===== src/rtl/rx_watchdog_ctrl.sv =====
// rx_watchdog_ctrl: supervisory watchdog for the UART receive core.
// Watches the one-hot Rx state vector for stalled bits (no end-of-bit strobe
// within the allowed tick budget) and for illegal state vectors. On a fault it
// pulses a bounded active-low reset to the Rx core and then waits for the core
// to report INTERVAL. If the core does not return in time, it is reset again.
// Sticky fault flags and a saturating event counter feed the CSR block.
// DbgState_o exposes the controller state: 0 DISABLED, 1 MONITOR, 2 RECOVER, 3 GUARD.
module rx_watchdog_ctrl #(
    parameter int TICKS_PER_BIT  = 16,
    parameter int TIMEOUT_BITS   = 2,
    parameter int RECOVER_CYCLES = 4,
    parameter int CNT_W          = 8
) (
    input  logic             clk,
    input  logic             rst,
    input  logic             AcqSig_i,
    input  logic [4:0]       RxState_i,
    input  logic             Bit_Synch_i,
    input  logic             p_WdgEnable_i,
    input  logic             p_Clear_i,
    output logic             RxCoreRstn_o,
    output logic             p_TimeoutFlag_o,
    output logic             p_IllegalFlag_o,
    output logic [CNT_W-1:0] FaultCount_o,
    output logic             p_Busy_o,
    output logic [1:0]       DbgState_o
);

    localparam int LIMIT  = TICKS_PER_BIT * TIMEOUT_BITS;
    localparam int TICK_W = $clog2(LIMIT + 1);
    localparam int REC_W  = (RECOVER_CYCLES > 1) ? $clog2(RECOVER_CYCLES) : 1;

    localparam logic [TICK_W-1:0] TICK_LAST   = TICK_W'(LIMIT - 1);
    localparam logic [TICK_W-1:0] TICK_ONE    = TICK_W'(1);
    localparam logic [REC_W-1:0]  REC_LAST    = REC_W'(RECOVER_CYCLES - 1);
    localparam logic [REC_W-1:0]  REC_ONE     = REC_W'(1);
    localparam logic [CNT_W-1:0]  CNT_MAX     = '1;
    localparam logic [CNT_W-1:0]  CNT_ONE     = CNT_W'(1);
    localparam logic [4:0]        ST_INTERVAL = 5'b00001;

    typedef enum logic [1:0] {
        S_DISABLED = 2'd0,
        S_MONITOR  = 2'd1,
        S_RECOVER  = 2'd2,
        S_GUARD    = 2'd3
    } state_t;

    state_t              r_state;
    logic [TICK_W-1:0]   r_tick_cnt;
    logic [REC_W-1:0]    r_rec_cnt;
    logic                r_guard_cnt;
    logic [4:0]          r_prev_state;
    logic                r_illegal_d;
    logic                r_rstn;
    logic                r_busy;
    logic                r_tflag;
    logic                r_iflag;
    logic [CNT_W-1:0]    r_fault_cnt;

    logic w_onehot;
    logic w_illegal;
    logic w_is_interval;
    logic w_tick_clr;
    logic w_timeout;
    logic w_set_timeout;
    logic w_set_illegal;
    logic w_event;

    // Fault qualification; a fault only counts in MONITOR (or GUARD expiry)
    // and only while the watchdog is enabled, since disable takes priority.
    assign w_onehot      = (RxState_i != 5'd0) && ((RxState_i & (RxState_i - 5'd1)) == 5'd0);
    assign w_illegal     = ~w_onehot;
    assign w_is_interval = (RxState_i == ST_INTERVAL);
    assign w_tick_clr    = w_is_interval | Bit_Synch_i | (RxState_i != r_prev_state);
    assign w_timeout     = AcqSig_i & ~Bit_Synch_i & ~w_is_interval & (r_tick_cnt == TICK_LAST);
    assign w_set_timeout = (r_state == S_MONITOR) & p_WdgEnable_i & w_timeout;
    assign w_set_illegal = ((r_state == S_MONITOR) & p_WdgEnable_i & w_illegal & r_illegal_d)
                         | ((r_state == S_GUARD) & p_WdgEnable_i & ~w_is_interval & r_guard_cnt);
    assign w_event       = w_set_timeout | w_set_illegal;

    // Controller FSM with registered reset request and busy indication.
    always_ff @(posedge clk or negedge rst) begin
        if (!rst) begin
            r_state      <= S_DISABLED;
            r_tick_cnt   <= '0;
            r_rec_cnt    <= '0;
            r_guard_cnt  <= 1'b0;
            r_prev_state <= ST_INTERVAL;
            r_illegal_d  <= 1'b0;
            r_rstn       <= 1'b1;
            r_busy       <= 1'b0;
        end else begin
            r_prev_state <= RxState_i;
            case (r_state)
                S_DISABLED: begin
                    r_tick_cnt  <= '0;
                    r_illegal_d <= 1'b0;
                    r_rstn      <= 1'b1;
                    r_busy      <= 1'b0;
                    if (p_WdgEnable_i) begin
                        r_state <= S_MONITOR;
                    end
                end
                S_MONITOR: begin
                    if (!p_WdgEnable_i) begin
                        r_state     <= S_DISABLED;
                        r_tick_cnt  <= '0;
                        r_illegal_d <= 1'b0;
                    end else if (w_event) begin
                        r_state     <= S_RECOVER;
                        r_rstn      <= 1'b0;
                        r_busy      <= 1'b1;
                        r_rec_cnt   <= '0;
                        r_tick_cnt  <= '0;
                        r_illegal_d <= 1'b0;
                    end else begin
                        r_illegal_d <= w_illegal;
                        if (w_tick_clr) begin
                            r_tick_cnt <= '0;
                        end else if (AcqSig_i) begin
                            r_tick_cnt <= r_tick_cnt + TICK_ONE;
                        end
                    end
                end
                S_RECOVER: begin
                    // The pulse always runs its full length, even if disabled midway.
                    if (r_rec_cnt == REC_LAST) begin
                        r_rstn <= 1'b1;
                        if (p_WdgEnable_i) begin
                            r_state     <= S_GUARD;
                            r_guard_cnt <= 1'b0;
                            r_busy      <= 1'b1;
                        end else begin
                            r_state <= S_DISABLED;
                            r_busy  <= 1'b0;
                        end
                    end else begin
                        r_rec_cnt <= r_rec_cnt + REC_ONE;
                    end
                end
                S_GUARD: begin
                    if (!p_WdgEnable_i) begin
                        r_state <= S_DISABLED;
                        r_busy  <= 1'b0;
                    end else if (w_is_interval) begin
                        r_state    <= S_MONITOR;
                        r_busy     <= 1'b0;
                        r_tick_cnt <= '0;
                    end else if (r_guard_cnt) begin
                        r_state   <= S_RECOVER;
                        r_rstn    <= 1'b0;
                        r_busy    <= 1'b1;
                        r_rec_cnt <= '0;
                    end else begin
                        r_guard_cnt <= 1'b1;
                    end
                end
                default: begin
                    r_state <= S_DISABLED;
                    r_rstn  <= 1'b1;
                    r_busy  <= 1'b0;
                end
            endcase
        end
    end

    // Sticky flags and saturating event counter; a new event overrides a clear.
    always_ff @(posedge clk or negedge rst) begin
        if (!rst) begin
            r_tflag     <= 1'b0;
            r_iflag     <= 1'b0;
            r_fault_cnt <= '0;
        end else begin
            if (p_Clear_i) begin
                r_tflag     <= 1'b0;
                r_iflag     <= 1'b0;
                r_fault_cnt <= '0;
            end
            if (w_set_timeout) begin
                r_tflag <= 1'b1;
            end
            if (w_set_illegal) begin
                r_iflag <= 1'b1;
            end
            if (w_event) begin
                if (p_Clear_i) begin
                    r_fault_cnt <= CNT_ONE;
                end else if (r_fault_cnt != CNT_MAX) begin
                    r_fault_cnt <= r_fault_cnt + CNT_ONE;
                end
            end
        end
    end

    assign RxCoreRstn_o    = r_rstn;
    assign p_TimeoutFlag_o = r_tflag;
    assign p_IllegalFlag_o = r_iflag;
    assign FaultCount_o    = r_fault_cnt;
    assign p_Busy_o        = r_busy;
    assign DbgState_o      = r_state;

endmodule


===== config.mk =====
export PLATFORM = sky130hd
export DESIGN_NAME = rx_watchdog_ctrl
export DESIGN_NICKNAME = d
export VERILOG_FILES = /design/src/rtl/rx_watchdog_ctrl.sv
export SDC_FILE = /design/constraint.sdc
export NUM_CORES = 1
export LEC_CHECK = 0
export ABC_AREA = 1
export CELL_PAD_IN_SITES_DETAIL_PLACEMENT = 1
export CELL_PAD_IN_SITES_GLOBAL_PLACEMENT = 1
export CORE_MARGIN = 1.5
export CORE_UTILIZATION = 43
export CTS_CLUSTER_SIZE = 8
export DETAILED_ROUTE_END_ITERATION = 6
export GPL_ROUTABILITY_DRIVEN = 0
export PLACE_DENSITY_LB_ADDON = 0.1
export SLEW_MARGIN = 25
export SYNTH_ARGS = -nofsm -noshare
export SYNTH_HDL_FRONTEND = slang
export SYNTH_SLANG_ARGS = --single-unit

===== constraint.sdc =====
create_clock -name clk -period 3.85 [get_ports clk]
set_input_delay 0.385 -clock clk [delete_from_list [all_inputs] [get_ports clk]]
set_output_delay 0.385 -clock clk [all_outputs]
set_load 0.05 [all_outputs]

; Word level (Yosys, flattened, before mapping)
; Index checks and enable logic that the tools add are counted.
[word_totals]
output_inout_bits = 14
word_cells = 123
in_bits = 11
register_bits = 29
[op_classes]
bitwise_logic = 18
n_reduce_logical = 16
eq_ne = 21
addsub = 4
n_mux = 53
[op_table]
columns = operator, count
row1 = $mux W6, 6
row2 = $mux W8, 4
row3 = $mux W2, 14
row4 = $mux W1, 22
row5 = $ne A2 B2 Y1 const B, 10
row6 = $pmux W6 S3, 1
row7 = $reduce_and A4 Y1, 3
row8 = $and A1 B1 Y1, 10
row9 = $add A8 B1 Y8 const B, 1
row10 = $ne A8 B8 Y1 const B, 1
row11 = $pmux W1 S4, 2
row12 = $pmux W2 S4, 1
row13 = $reduce_bool A2 Y1, 4
row14 = $reduce_and A7 Y1, 1
row15 = $add A6 B1 Y6 const B, 1
row16 = $eq A2 B2 Y1 const B, 3
row17 = $eq A6 B5 Y1 const B, 1
row18 = $pmux W2 S3, 1
row19 = $reduce_and A6 Y1, 1
row20 = $reduce_bool A3 Y1, 2
row21 = $and A5 B5 Y5, 1
row22 = $eq A5 B1 Y1 const B, 1
row23 = $logic_not A5 Y1, 1
row24 = $ne A5 B5 Y1, 1
row25 = 13 further kinds, 19

; Longest topological paths before layout
; Gate-level depths: netlist of run 1.
[depth]
depth_word = 12
depth_mapped = 11
mapped_depth_nobuf = 11

; Worst setup path before layout of run 1
; OpenSTA, ideal clock, no wires.
[synth_timing]
kind = flip-flop to flip-flop
start = register r_fault_cnt[1] (netlist: FaultCount_o[1])
end = register r_fault_cnt[0] (netlist: FaultCount_o[0])
setup_ns = 0.079
path_buffers = 0
t_arrival_ns = 1.742
t_required_ns = 3.771
slack_ns = 2.029
period_less_slack_ns = 1.821
path_stages_with_launch = 9
cell_sequence = dfrtp_1 ha_1 nand2_1 nor4_2 nand2_1 clkinv_1 nand2_2 o21ai_2 xor2_1
[synth_between]
elab_chain_cells = 4
[synth_rtl]
columns = element, line
row1 = "start, declared", 58  ; logic [CNT_W-1:0] r_fault_cnt;
row2 = "start signal, assigned", 189  ; r_fault_cnt <= r_fault_cnt + CNT_ONE;
row3 = $ne A8 B8 Y1, 188  ; end else if (r_fault_cnt != CNT_MAX) begin
row4 = $mux W8, 188
row5 = $mux W8, 186  ; if (p_Clear_i) begin
row6 = $mux W8, 185  ; if (w_event) begin
; No other way between the ends.
; A chain may end at the register's enable or synchronous reset.

; Worst setup path in the final report of run 1
[layout_timing]
start = register r_state[1] (netlist: DbgState_o[1])
end = output DbgState_o[1]
[layout_rtl]
columns = element, line
row1 = "start, declared", 48  ; state_t r_state;
row2 = "start signal, assigned", 84  ; r_state <= S_DISABLED;
row3 = "start signal, assigned", 101  ; r_state <= S_MONITOR;
row4 = "start signal, assigned", 106  ; r_state <= S_DISABLED;
row5 = "end, declared", 26  ; output logic [1:0] DbgState_o
; No word-level cell between the ends.

==> run summary, run 1 <==
The run finished with clean final reports. The pre-antenna-repair detailed-routing pass consisted of 4 iterations. Number of cells on the critical path: 1. The core region is 3770 sq um. For the area of the mapped netlist, the log shows 1740 sq um. The count of flip-flops with a built-in enable after synthesis was 0; the number of rows in the core area was 22. The signal on the critical path passes through clkdlybuf4s50_1. In this run, the number of DRC markers left after iteration 0 of detailed routing was 49.

During synthesis, Yosys emitted a total of 0 warnings. Fraction of layout cells with a size suffix above 1: 0.167. Measured along the y axis, the die boundary spans 66.6 um. In this run the tool buffered the top-level ports with 24 buffer cells.

The largest single stage delay on the critical path is 0.85 ns. The clock transition at the register clock pins on the worst setup and hold paths after CTS works out to 0.07 ns. The logs give 25 for the number of top-level design ports and 1.97 ns for the register-to-register setup slack. The area growth from synthesis to layout came out at 23.0%. Synthesis produced a netlist with a net count of 223. The tightest slew margin relative to the limit was 0.662. For the worst flop-to-flop path, the logic depth is 10. The tools report the sequential area share after synthesis as 0.419. The count of buffer and inverter cells on the critical path was 1. CTS placed an instance of clkbuf_8 at the clock tree root. The H-tree was split into 2 levels.

Between clock sinks in the finished design, the worst skew comes to 0.00383 ns. Power density over the cells: 585 nW/um^2. Summing over every cut layer, the via total after detailed routing is 1501.

0 antenna diodes ended up in the layout. Post-route DRC violation count: 0. For this design, the slowest cell found on the critical path is clkdlybuf4s50_1.

The slew of the pin with the lowest slew margin was 0.506 ns; the insertion delay of the later-clocked pin in the worst-skew pair was 0.29 ns. The logs give 2 for the maximum root-to-sink buffer count and 0 ns for the final total negative setup slack. The tools report the count of final setup violators as 0. Leaving out fill and tap cells, the most frequent cells in the layout are 55 x nand2_1, 27 x dfrtp_1, 24 x clkdlybuf4s50_1, 19 x inv_1, 16 x nor2_1. The share of flip-flops with an asynchronous set or reset after synthesis works out to 1.00. The path with the worst hold slack has its endpoint at RxCoreRstn_o.

The post-layout minimum cycle time was 2.01 ns. IR analysis of the VDD net gives a maximum drop of 0.000298 V. TritonCTS built the clock tree.

Initial antenna violation count: 0. The tools report the total count of max-transition violations in the final report as 0. In this run the critical register-to-register path is launched from r_tick_cnt[0]. The category of the critical setup timing path is flop to output port.

The logs give 0 for the total overflow reported by the global router and 497 MHz for the fmax. The final-layout worst hold slack was 0.469 ns; the placed wire-length estimate after detailed placement was 3120 um. Using the TritonRoute via totals, the vias-per-cell ratio works out to 5.21.

At the worst endpoint, the arrival time is 1.63 ns. For this design, the sink count on the clock tree is 29. The tools report the total count of hold-check failures in the final report as 0.

Count of cells along the worst hold path: 2. The min-delay analysis places its worst path in the category flop to flop. The floorplan step set the die width to 66.6 um.

Entering global routing, the biggest net connects 30 pins. Once the clock tree was built, the resizer swapped 0 gates to a different size. The effective utilization at floorplan is 0.461, and the hold-fix buffer count after cts is 0. Number of fill cells in the layout: 462. The worst setup path is launched from a flop. In this run, distinct cell masters in the synthesized netlist total 34. The via count of the first global-routing pass was 1605.

The routed length per instance is 14.2 um. The count of nets left with antenna violations once routing finished came out at 0. For the worst setup path, the data required time is 3.46 ns.

In this run the mean area of a mapped cell was 8.31 sq um. The final routed wirelength across all metal layers came out at 4090 um. Among cell families on the critical path, the largest total delay comes from buffers and inverters. Leaving out fill and tap cells, the most frequent cell in the layout is nand2_1.

In this run the critical register-to-register path is captured at r_tick_cnt[0]. Synthesis handed over a netlist of 209 instances. The startpoint identified for the worst hold timing path is RxCoreRstn_o. The die area is 4430 sq um, and the global-route wire length before repair is 7100 um. The run gives 5 as the total clock buffers created by CTS. The worst setup path is captured at an output port. The largest fanout of any net on the critical path was 6. The total global routing track utilization came out at 0.218. The reported max-cap violation count was 0. In this run the static leakage power is 1.01 nW. The portion of the clock cycle consumed by the worst path in the final layout is 0.523. Buffers added to address setup during post-CTS repair amount to 0. Setup repair after global routing left no endpoint under its margin.

Counting flops and latches in the post-synthesis netlist gives 29. The most used flip-flop cell after synthesis is dfrtp_1. For the final net count, the log shows 253.
sequential cells by signal (all words and copies together), names as in the netlist:
register / cells
r_rec_cnt: 2
RxCoreRstn_o: 1
r_guard_cnt: 1
p_IllegalFlag_o: 1
r_tick_cnt: 6
r_prev_state: 5
p_TimeoutFlag_o: 1
r_illegal_d: 1
DbgState_o: 2
p_Busy_o: 1
FaultCount_o: 8
Yosys cell counts (2+ instances only):
cell type / number / area share
clkinv_1: 2 / 0.0043
nor2_1: 16 / 0.035
nand3b_1: 3 / 0.013
nand3_4: 2 / 0.020
nand3_1: 14 / 0.040
nand4_1: 10 / 0.036
a21oi_1: 3 / 0.0086
nor2_4: 3 / 0.019
inv_1: 19 / 0.041
nand3_2: 5 / 0.029
nand2_1: 55 / 0.12
nand2_2: 4 / 0.014
dfrtp_1: 27 / 0.39
ha_1: 3 / 0.022
o21ai_0: 8 / 0.023
xor2_1: 6 / 0.030
xnor2_1: 4 / 0.020
nor2_2: 2 / 0.0072
dfstp_2: 2 / 0.030
o21ai_1: 2 / 0.0058
inv_2: 6 / 0.013
worst max path at each step:
stage / startpoint / endpoint / slack [ns]
6_report: DbgState_o[1] / DbgState_o[1] / 1.84
2_1_floorplan: FaultCount_o[1] / FaultCount_o[0] / 2.03
5_1_grt: RxState_i[2] / r_tick_cnt[2] / 1.74
4_1_cts: DbgState_o[1] / DbgState_o[1] / 1.82
3_5_place_dp: RxState_i[2] / r_tick_cnt[2] / 1.56
3_3_place_gp: RxState_i[2] / r_tick_cnt[1] / 1.68
power breakdown:
part / internal (W) / switching (W)
logic: 0.000164 / 0.000345
clock network: 0.000211 / 0.000125
registers: 0.000357 / 0.0000474
logic make-up (layout without fill, tap and decap cells):
kind of cell               count (synthesis)  in the layout  share of synthesized area
and+or+nand+nor                          119            119                      0.365
adders and majority gates                  3              3                     0.0216
DFF                                       29             29                      0.419
xor gates and xnor gates                  10             10                     0.0504
AOI/OAI and AO/OA                         18             18                     0.0677
buffers and inverters                     30             61                     0.0756
stage by stage:
step / power, W / cell area, sq um / cells / setup slack, ns / util
2_1_floorplan: 0.000779 / 1740 / 209 / 2.03 / -
3_3_place_gp: 0.000906 / 2020 / 280 / 1.68 / 0.536
3_5_place_dp: 0.000923 / 2020 / 280 / 1.56 / 0.536
4_1_cts: 0.00126 / 2140 / 288 / 1.82 / 0.566
5_1_grt: 0.00133 / 2140 / 288 / 1.74 / 0.566
6_report: 0.00125 / 2140 / 288 / 1.84 / 0.566
per-layer routing:
layer / global-route usage / vias to the layer above / wire, um
li1: - / 737 / -
met1: 0.229 / 730 / 1730
met2: 0.398 / 24 / 2100
met3: 0.0608 / 10 / 143
met4: 0.102 / 0 / 110
met5: 0 / - / 0
area by class of cell:
type | count | area, sq um | area share
multi-input combinational | 150 | 877 | 0.411
sequential | 29 | 728 | 0.341
timing repair buffer | 25 | 248 | 0.116
inverter | 28 | 106 | 0.0498
clock buffer | 7 | 86.3 | 0.0404
tap | 48 | 60.1 | 0.0281
clock inverter | 1 | 30.0 | 0.0141
Note: power is estimated with default switching activity, not from simulation.
==> run 2: changes to the inputs <==
- CORE_UTILIZATION: 43 -> 40
- clock period: 3.85 -> 2 ns (I/O delays scaled with it)
==> run 2 against run 1 <==
Effect of this change: clock power is 57% higher; setup slack lost 1.7 ns; sequential power rose by 94%; clock-buffer cell count did not move; final cell count rose by 2.4%; clock skew rose by 0.0020 ns; largest power group unchanged.
==> run summary, run 2 (same netlist as run 1, synthesis figures left out) <==
The root buffer cell chosen for the clock tree is clkbuf_8. For the combinational cell fraction of total power, the log shows 0.431 (+0.024). The number of rows in the core area is 23 (+4.5%). The number of cells on the critical path is 1 (unchanged), and the quantity of gates resized following cts is 0 (unchanged). The clock transition at the register clock pins on the worst setup and hold paths after CTS came out at 0.06 ns (about the same).

For the residual antenna-violating net count after detailed routing, the log shows 0 (unchanged). Maximum root-to-sink buffer count: 2 (unchanged). The critical path goes through clkdlybuf4s50_1.

Worst clock skew: 0.00581 ns (+0.00198 ns). The worst setup path is launched from a flop. The placed wire-length estimate after detailed placement is 3280 um (+5.1%), and the post-route DRC violation count is 0 (unchanged).

The logs give 1.64 ns (about the same) for the arrival time reported for the critical path endpoint and 2 (unchanged) for the H-tree depth reported by CTS. The slew of the pin with the lowest slew margin came out at 0.505 ns (-0.000773 ns). The leakage power total is 1.03 nW (+2.0%).

Wire length on met3: 122 um (-15%). The number of port buffers is 24 (unchanged). The die area was 4750 sq um (+7.2%).

Setup repair after global routing left no endpoint under its margin. Relative to the synthesized area, the layout overhead comes to 24.4%. STA classifies the critical path endpoint as an output port.

The tightest slew margin relative to the limit is 0.662 (about the same), and the effective utilization at floorplan is 0.425 (-0.0355). TritonCTS built the clock tree. Routed wire length on met2: 2120 um (+1.1%).

After detailed routing, no signal wire sits above met4. The run gives 1574 (-1.9%) as the via count of the first global-routing pass. The via-per-instance ratio works out to 5.15 (-1.1%). The total number of vias is 1520 (+1.3%), and the reported max-cap violation count is 0 (unchanged). The largest fanout of any net on the critical path works out to 6 (unchanged). The global-route wire length before repair was 6980 um (-1.8%). The worst hold path belongs to the class input pin to asynchronous set/reset pin. The setup path with the least slack is of type flop to output port. The height of the die was 68.9 um (+3.5%). Slowest library cell on the worst path: clkdlybuf4s50_1. Count of cells along the worst register-to-register path: 10 (unchanged). The final routed wirelength across all metal layers was 4100 um (+0.27%); the final total negative setup slack was 0 ns (unchanged). The number of setup buffers added after CTS is 0 (unchanged), and the insertion delay of the later-clocked pin in the worst-skew pair is 0.27 ns (-0.02 ns). The tools report the detailed router's first-iteration violation count as 74 (+51%). The logs give 0.24 ns (-1.73 ns) for the register-to-register setup slack and 0 (unchanged) for the number of antenna cells inserted. For this run, the top clock speed supported by timing is 545 MHz. The sequential cell fraction of total power is 0.340 (+0.016).

The tools report the total clock buffers created by CTS as 5 (unchanged). Leaving out fill and tap cells, the most frequent cell in the layout is nand2_1. The total count of hold-check failures in the final report is 0 (unchanged), and the total global routing track utilization is 0.201 (-0.0170). The portion of the clock cycle consumed by the worst path in the final layout was 0.918.

The power density over the cells came out at 1070 nW/um^2 (+83%). The flow ran to the end, and the final reports show no timing, DRC or antenna violations. The fraction of power spent switching nets works out to 0.428 (+0.0137). The post-layout minimum cycle time is 1.84 ns. The number of search-and-repair iterations in the first detailed-routing pass is 4 (unchanged), and the flip-flop count of the largest register, all copies and words added is 8 (unchanged). The tools report the internal portion of total power as 0.00132 W (+81%).

The count of buffer and inverter cells on the critical path came out at 1 (unchanged). The maximum number of pins on one net before global-route repair was 30 (unchanged); the placeable core region was 4090 sq um (+8.4%). The setup slack of the critical path after layout is 0.164 ns (-1.67 ns). The clock network power share is 0.229 (-0.040), and the routed metal-1 wirelength is 1780 um (+2.9%). Routed length per instance: 13.9 um (-2.1%). The fraction of layout cells with a size suffix above 1 came out at 0.188 (+0.0211). The count of final setup violators was 0 (unchanged). The stage delay of the slowest cell on the critical path was 0.86 ns (about the same); the total overflow reported by the global router was 0 (unchanged).

Family with the most delay on the worst path: buffers and inverters. The number of top-level design ports is 25 (unchanged). Total count of max-transition violations in the final report: 0 (unchanged). Final net count: 258 (+2.0%). The top cell types in the final layout, fill and taps aside, are 55 x nand2_1, 27 x dfrtp_1, 24 x clkdlybuf4s50_1, 19 x inv_1, 16 x nor2_1. The width of the die came out at 68.9 um (+3.5%).

The net switching power of the design was 0.000989 W (+91%); the pre-CTS worst setup slack was 0.00590 ns (-1.55 ns). The logs give 0.000356 V (+19%) for the peak supply drop and 499 (+8.0%) for the number of fill cells in the layout. Initial antenna violation count: 0 (unchanged). For the count of clock tree sinks, the log shows 29 (unchanged). Hold-fix buffer count after cts: 0 (unchanged). The required arrival time at the worst endpoint is 1.80 ns (-1.66 ns).
-- run 2: changes by cell type in the layout (fill, tap and decap cells not counted), sizes merged --
cell / previous run / this run
buf: 1 / 6
bufinv: 1 / 0
clkinv: 3 / 4
-- run 2: cell type report --
type	count	area (sq um)	area share
multi-input cells	150	877	0.406
well taps	50	62.6	0.0290
clock buffers	7	96.3	0.0446
repair buffers	30	285	0.132
inverters	28	106	0.0492
flip-flops and latches	29	728	0.337
clock inverters	1	5.00	0.00232
-- run 2: power by group through the flow --
stage          Sequential (W)  Clock, W  Combinational, W
2_1_floorplan        0.000957         0          0.000543
3_5_place_dp         0.000794         0           0.00100
5_1_grt              0.000800  0.000572           0.00111
4_1_cts              0.000788  0.000549           0.00101
6_report             0.000787  0.000529          0.000996
3_3_place_gp         0.000788         0          0.000971
-- run 2: path summary, 6_finish.rpt --
kind | startpoint | to
worst min-delay path | rst | r_rec_cnt[1]
min in group clk | RxCoreRstn_o | RxCoreRstn_o
max in group asynchronous | rst | r_prev_state[0]
worst max-delay path | DbgState_o[1] | DbgState_o[1]
worst min register to register | RxCoreRstn_o | RxCoreRstn_o
worst max register to register | r_tick_cnt[0] | r_tick_cnt[1]
-- run 2: routing by layer --
layer	up-vias	global-route usage
li1	747	-
met5	-	0
met1	744	0.226
met3	6	0.0503
met4	0	0.0735
met2	23	0.364
-- run 2: through the flow --
| stage | hold slack (ns) | instances | util | area, sq um | power (W) |
|---|---|---|---|---|---|
| 6_report | 0.316 | 295 | 0.529 | 2160 | 0.00231 |
| 5_1_grt | 0.339 | 295 | 0.529 | 2160 | 0.00248 |
| 4_1_cts | 0.334 | 295 | 0.529 | 2160 | 0.00234 |
| 3_5_place_dp | 0.471 | 287 | 0.504 | 2060 | 0.00180 |
| 3_3_place_gp | 0.452 | 287 | 0.504 | 2060 | 0.00176 |
| 2_1_floorplan | -0.0956 | 209 | - | 1740 | 0.00150 |
